### src/rtl/tpm_buf_arbiter.sv
// tpm_buf_arbiter: shares the TPM command/response RAM between the LPC data provider and the CPU Wishbone window
module tpm_buf_arbiter #(
    parameter int         ADDR_WIDTH      = 11,
    parameter logic [7:0] DP_REJECT_VALUE = 8'hFF
) (
    input  logic                  clk_i,
    input  logic                  rstn_i,
    input  logic                  exec_i,
    output logic                  owner_o,
    input  logic                  dp_req_i,
    input  logic                  dp_we_i,
    input  logic [ADDR_WIDTH-1:0] dp_addr_i,
    input  logic [7:0]            dp_wdata_i,
    output logic [7:0]            dp_rdata_o,
    output logic                  dp_ack_o,
    input  logic                  wb_cyc_i,
    input  logic                  wb_stb_i,
    input  logic                  wb_we_i,
    input  logic [ADDR_WIDTH-3:0] wb_adr_i,
    input  logic [3:0]            wb_sel_i,
    input  logic [31:0]           wb_dat_i,
    output logic [31:0]           wb_dat_o,
    output logic                  wb_ack_o,
    output logic                  wb_err_o,
    output logic [ADDR_WIDTH-3:0] ram_addr_o,
    output logic [31:0]           ram_wdata_o,
    output logic [3:0]            ram_wen_o,
    input  logic [31:0]           ram_rdata_i,
    output logic                  busy_o
);
    localparam int WA = ADDR_WIDTH - 2;
    typedef enum logic [2:0] {IDLE, SWITCH, ISSUE, RESP, REJECT} state_t;
    state_t        state_q, state_d;
    logic          owner_q, owner_d, is_wb_q, is_wb_d;
    logic [1:0]    lane_q, lane_d;
    logic [WA-1:0] waddr_q, waddr_d, ram_addr_q, ram_addr_d;
    logic [31:0]   wdat_q, wdat_d, ram_wdata_q, ram_wdata_d, wb_dat_q, wb_dat_d;
    logic [3:0]    pwen_q, pwen_d, ram_wen_q, ram_wen_d;
    logic [7:0]    dp_rdata_q, dp_rdata_d;
    logic          dp_ack_q, dp_ack_d, wb_ack_q, wb_ack_d, wb_err_q, wb_err_d;
    logic          dp_pend, wb_pend, own_pend, oth_pend;
    // a request whose ack/err is still showing is the one just served, not a new one
    assign dp_pend  = dp_req_i & ~dp_ack_q;
    assign wb_pend  = wb_cyc_i & wb_stb_i & ~wb_ack_q & ~wb_err_q;
    assign own_pend = owner_q ? wb_pend : dp_pend;
    assign oth_pend = owner_q ? dp_pend : wb_pend;
    always_comb begin
        state_d     = state_q;
        owner_d     = owner_q;
        is_wb_d     = is_wb_q;
        lane_d      = lane_q;
        waddr_d     = waddr_q;
        wdat_d      = wdat_q;
        pwen_d      = pwen_q;
        ram_addr_d  = ram_addr_q;
        ram_wdata_d = ram_wdata_q;
        ram_wen_d   = ram_wen_q;
        dp_rdata_d  = dp_rdata_q;
        wb_dat_d    = wb_dat_q;
        dp_ack_d    = 1'b0;
        wb_ack_d    = 1'b0;
        wb_err_d    = 1'b0;
        case (state_q)
            IDLE: begin
                if (exec_i != owner_q) begin
                    state_d = SWITCH;
                end else if (own_pend) begin
                    state_d = ISSUE;
                    is_wb_d = owner_q;
                    lane_d  = dp_addr_i[1:0];
                    waddr_d = owner_q ? wb_adr_i : dp_addr_i[ADDR_WIDTH-1:2];
                    wdat_d  = owner_q ? wb_dat_i : {4{dp_wdata_i}};
                    pwen_d  = owner_q ? (wb_we_i ? wb_sel_i : 4'b0000)
                                      : (dp_we_i ? 4'b0001 << dp_addr_i[1:0] : 4'b0000);
                end else if (oth_pend) begin
                    state_d = REJECT;
                    is_wb_d = ~owner_q;
                end
            end
            SWITCH: begin
                owner_d = exec_i;
                state_d = IDLE;
            end
            ISSUE: begin
                ram_addr_d  = waddr_q;
                ram_wdata_d = wdat_q;
                ram_wen_d   = pwen_q;
                state_d     = RESP;
            end
            RESP: begin
                ram_wen_d  = 4'b0000;
                wb_dat_d   = is_wb_q ? ram_rdata_i : wb_dat_q;
                dp_rdata_d = is_wb_q ? dp_rdata_q : 8'(ram_rdata_i >> {lane_q, 3'b000});
                wb_ack_d   = is_wb_q;
                dp_ack_d   = ~is_wb_q;
                state_d    = IDLE;
            end
            REJECT: begin
                wb_dat_d   = is_wb_q ? 32'h0 : wb_dat_q;
                dp_rdata_d = is_wb_q ? dp_rdata_q : DP_REJECT_VALUE;
                wb_err_d   = is_wb_q;
                dp_ack_d   = ~is_wb_q;
                state_d    = IDLE;
            end
            default: state_d = IDLE;
        endcase
    end
    always_ff @(posedge clk_i) begin
        if (!rstn_i) begin
            state_q     <= IDLE;
            owner_q     <= 1'b0;
            is_wb_q     <= 1'b0;
            lane_q      <= '0;
            waddr_q     <= '0;
            wdat_q      <= '0;
            pwen_q      <= '0;
            ram_addr_q  <= '0;
            ram_wdata_q <= '0;
            ram_wen_q   <= '0;
            dp_rdata_q  <= '0;
            wb_dat_q    <= '0;
            dp_ack_q    <= 1'b0;
            wb_ack_q    <= 1'b0;
            wb_err_q    <= 1'b0;
        end else begin
            state_q     <= state_d;
            owner_q     <= owner_d;
            is_wb_q     <= is_wb_d;
            lane_q      <= lane_d;
            waddr_q     <= waddr_d;
            wdat_q      <= wdat_d;
            pwen_q      <= pwen_d;
            ram_addr_q  <= ram_addr_d;
            ram_wdata_q <= ram_wdata_d;
            ram_wen_q   <= ram_wen_d;
            dp_rdata_q  <= dp_rdata_d;
            wb_dat_q    <= wb_dat_d;
            dp_ack_q    <= dp_ack_d;
            wb_ack_q    <= wb_ack_d;
            wb_err_q    <= wb_err_d;
        end
    end
    assign owner_o     = owner_q;
    assign dp_rdata_o  = dp_rdata_q;
    assign dp_ack_o    = dp_ack_q;
    assign wb_dat_o    = wb_dat_q;
    assign wb_ack_o    = wb_ack_q;
    assign wb_err_o    = wb_err_q;
    assign ram_addr_o  = ram_addr_q;
    assign ram_wdata_o = ram_wdata_q;
    assign ram_wen_o   = ram_wen_q;
    assign busy_o      = state_q != IDLE;
endmodule

### config.mk
export PLATFORM = sky130hd
export DESIGN_NAME = tpm_buf_arbiter
export DESIGN_NICKNAME = d
export VERILOG_FILES = /design/src/rtl/tpm_buf_arbiter.sv
export SDC_FILE = /design/constraint.sdc
export NUM_CORES = 1
export LEC_CHECK = 0
export BUFFER_PORTS_ARGS = -buffer_cell sky130_fd_sc_hd__buf_2
export CORE_ASPECT_RATIO = 1.1
export CORE_UTILIZATION = 54
export CTS_CLUSTER_SIZE = 20
export DETAILED_ROUTE_END_ITERATION = 8
export PLACE_DENSITY = 0.85
export SYNTH_ARGS = -nofsm -noshare
export SYNTH_HDL_FRONTEND = slang
export SYNTH_SLANG_ARGS = --single-unit
export TNS_END_PERCENT = 5
### constraint.sdc
create_clock -name clk_i -period 4 [get_ports clk_i]
set_clock_uncertainty 0.15 [all_clocks]
set_input_delay 0.4 -clock clk_i [delete_from_list [all_inputs] [get_ports clk_i]]
set_output_delay 0.4 -clock clk_i [all_outputs]
set_load 0.005 [all_outputs]
==> run_results.csv <==
group,metric,value,unit
outcome,outcome,"completed",
power_and_ir_drop,power,3.60,mW
setup_path,cp-start-kind,"flop",
flow_run,max_cap_viol_count,0,
sta,grt_setup_unrepaired,"false",
synth,synth-compound-area-share,22.9,%
clocking,cts_inserted_buffers,17,
clocking,tritoncts,"done",
clocking,cts_htree_levels,4,
route,via_per_inst,5.73,
sta,max_slew_margin,16.4,%
synth,yosys_warnings,0,
setup_path,reg2reg_depth,4,
global_routing,grt_max_degree,116,
route,postRouteAntennaNets,0,
setup_path,required,4.18,ns
global_routing,first_global_vias,5095,
sta,fin_setup_tns,0,ns
setup_path,rr_endpoint,"wb_dat_o[19]$_SDFFE_PN0P_",
synth,synth_edf_count,0,
synth,ys_seq_area_share,49.0,%
power_and_ir_drop,p_per_area,503,nW/um^2
power_and_ir_drop,peakVddDrop,0.297,mV
clocking,cts_num_sinks,140,
floorplan,die_w,100,um
clocking,cts-resized-gates,0,
sta,period_share,70.9,%
route,wl,15900,um
clocking,max-clock-path-buffers,2,
sta,period_needed,2.84,ns
clocking,clock_latency,0.42,ns
final_layout,final-instance-count-excl-fill,961,
clocking,cts_setup_buffers,0,
setup_path,cp_max_fo,36,
synth,yosys.area.top_type_share,49.0,%
setup_path,worstSetupEndpointType,"flop",
floorplan,num_rows,39,
sta,setup_viol,0,
route,dr.pass1.iters,5,
final_layout,layout.nets,910,
sta,hold_violations,0,
setup_path,crit_type,"flop to flop",
route,drt_iter0_markers,360,
min_path,holdPathEnd,"wb_dat_o[1]$_SDFFE_PN0P_",
final_layout,diodes,0,
synth,synthAdderAreaFrac,0,%
synth,synth_top_family_by_area,"compound AO/OA/AOI/OAI gates",
min_path,holdPathStages,3,
synth,yosys.area.top_type,"dfxtp_1",
route,drc_errors,0,
synth,ys_seq_elements,140,
setup_path,crit_family,"compound AO/OA/AOI/OAI gates",
final_layout,area_growth,25.1,%
global_routing,gr-total-overflow,0,
placement,dp_cells,930,
sta,max_clock_freq,353,MHz
synth,syn_area,5720,sq um
floorplan,fp.dieH,110,um
setup_path,reg2reg_slack,1.16,ns
floorplan,dieArea,11000,sq um
global_routing,antenna_found_initial,0,
setup_path,cp.arrival,3.01,ns
sta,worstMarginPinSlew,1.25,ns
synth,ys_types,41,
synth,postSynthAreaPerCell,8.81,sq um
floorplan,ios,194,
floorplan,fp.coreArea,10300,sq um
sta,finalMaxSlewViolations,0,
synth,syn_nets,753,
synth,yosysMostFrequentCell,"a21oi_1",
setup_path,path_cells,"or3b_1, a21boi_4, nand3_1, a21oi_1",
final_layout,layout-drive-gt1-share,30.9,%
setup_path,critPathSlowestCell,"or3b_1",
synth,synthArstFlopShare,0,%
min_path,hp-class,"input port to flop",
synth,synth-simple-area-share,16.4,%
route,vias,5508,
clocking,clkTransAtPathRegs,0.06,ns
synth,yosys-top-cells-area,"dfxtp_1, a21oi_1, nand2_1",
synth,syn_inst,649,
route,detail_route.wl_per_cell,16.6,um
synth,synth.area.mux_share,4.90,%
synth,synth_xor_area_share,0.153,%
synth,synth-main-ff-cell,"dfxtp_1",
setup_path,cp_slowest_stage_delay,0.91,ns
placement,place_area,6540,sq um
min_path,worstHoldStart,"ram_rdata_i[1]",
global_routing,track_usage,29.1,%
global_routing,grt_first_pass_wirelength,24700,um
power_and_ir_drop,p_leak,2.88,nW
sta,holdWs,0.102,ns
placement,portBuffers,193,
placement,gp_congestion,0.830,
setup_path,r2r-start,"state_q[0]$_SDFFE_PN0P_",
final_layout,finalInstanceArea,7160,sq um
clocking,cts_hold_buf,0,
clocking,root_buffer,"clkbuf_16",
synth,synth_common_cells,"a21oi_1, dfxtp_1, nand2_1",
floorplan,start_util,55.3,%
setup_path,critPathBufInv,0,
placement,hpwlAfterDp,10500,um
==> stage by stage <==
stage          util, %  setup WS [ns]
5_1_grt           69.2           1.04
6_report          69.2           1.16
3_5_place_dp      63.2           1.23
2_1_floorplan        -           2.29
4_1_cts           69.2           1.21
3_3_place_gp      63.2           1.39
==> flip-flops by register name, indices dropped and copies added (netlist names) <==
signal       flops
ram_addr_o       9
wdat_q          32
is_wb_q          1
state_q          3
ram_wdata_o     32
waddr_q          9
dp_ack_o         1
wb_dat_o        32
lane_q           2
wb_err_o         1
owner_o          1
wb_ack_o         1
ram_wen_o        4
dp_rdata_o       8
pwen_q           4
==> metal layers <==
metal / track usage [%] / wire length, um / share of wire (%) / vias up
met4: 16.0 / 624 / 3.9 / 0
met2: 49.9 / 8110 / 51 / 272
met5: 0 / 0 / 0 / -
li1: - / - / - / 2609
met3: 7.06 / 1040 / 6.5 / 56
met1: 33.5 / 6140 / 39 / 2571
==> worst register-to-register path, delay by kind of cell, from the launching register on <==
kind	cells	cell delay [ns]
AND/OR/NAND/NOR	2	1.10
AO/OA/AOI/OAI	2	1.11
flip-flops	1	0.38
==> cells in the final DEF (no fill, tap or decap), types with 2 or more instances in the layout <==
master	count
nand4_1	2
a21oi_1	156
o22ai_1	9
nand3_1	33
nor3b_1	6
and2_1	2
o21ai_0	3
or2_2	2
dfxtp_1	139
a211oi_1	40
mux2i_1	10
nor2_1	17
buf_2	193
mux4_2	8
nand2b_1	3
bufinv_16	3
buf_4	6
clkbuf_8	4
clkinvlp_4	3
nor2b_1	8
nand3b_1	3
a211oi_2	6
a31oi_1	3
nand2_1	120
clkbuf_16	17
==> logic make-up after synthesis <==
logic type | count (synthesis)
flops | 140
xor+xnor | 1
buf+inv | 62
mux | 18
simple gates | 205
compound gates | 223
==> how the worst max path moves through the flow <==
stage | startpoint | endpoint | slack, ns | cells after the start
after floorplan | state_q[0]$_SDFFE_PN0P_ | waddr_q[0]$_SDFFE_PN0P_ | 2.29 | 7
after global placement | state_q[0]$_SDFFE_PN0P_ | wb_dat_o[26]$_SDFFE_PN0P_ | 1.39 | 4
after detailed placement | state_q[0]$_SDFFE_PN0P_ | wb_dat_o[19]$_SDFFE_PN0P_ | 1.23 | 4
after CTS | state_q[0]$_SDFFE_PN0P_ | wb_dat_o[19]$_SDFFE_PN0P_ | 1.21 | 4
after global routing | state_q[2]$_SDFFE_PN0P_ | wb_dat_o[3]$_SDFFE_PN0P_ | 1.04 | 4
final | state_q[0]$_SDFFE_PN0P_ | wb_dat_o[19]$_SDFFE_PN0P_ | 1.16 | 4
==> final cells by class <==
class	count	area, sq um
Clock buffer	22	484
Clock inverter	9	135
Fill cell	835	3190
Inverter	1	6.26
Multi-Input combinational cell	447	2540
Sequential cell	140	2800
Tap cell	143	179
Timing Repair Buffer	199	1010
==> where the power goes <==
part	internal (mW)	switching, mW	total, mW
sequential	1.47	0.0522	1.53
combinational	0.176	0.276	0.452
clock	1.04	0.577	1.62
No activity file was read; power rests on OpenSTA's default activity.
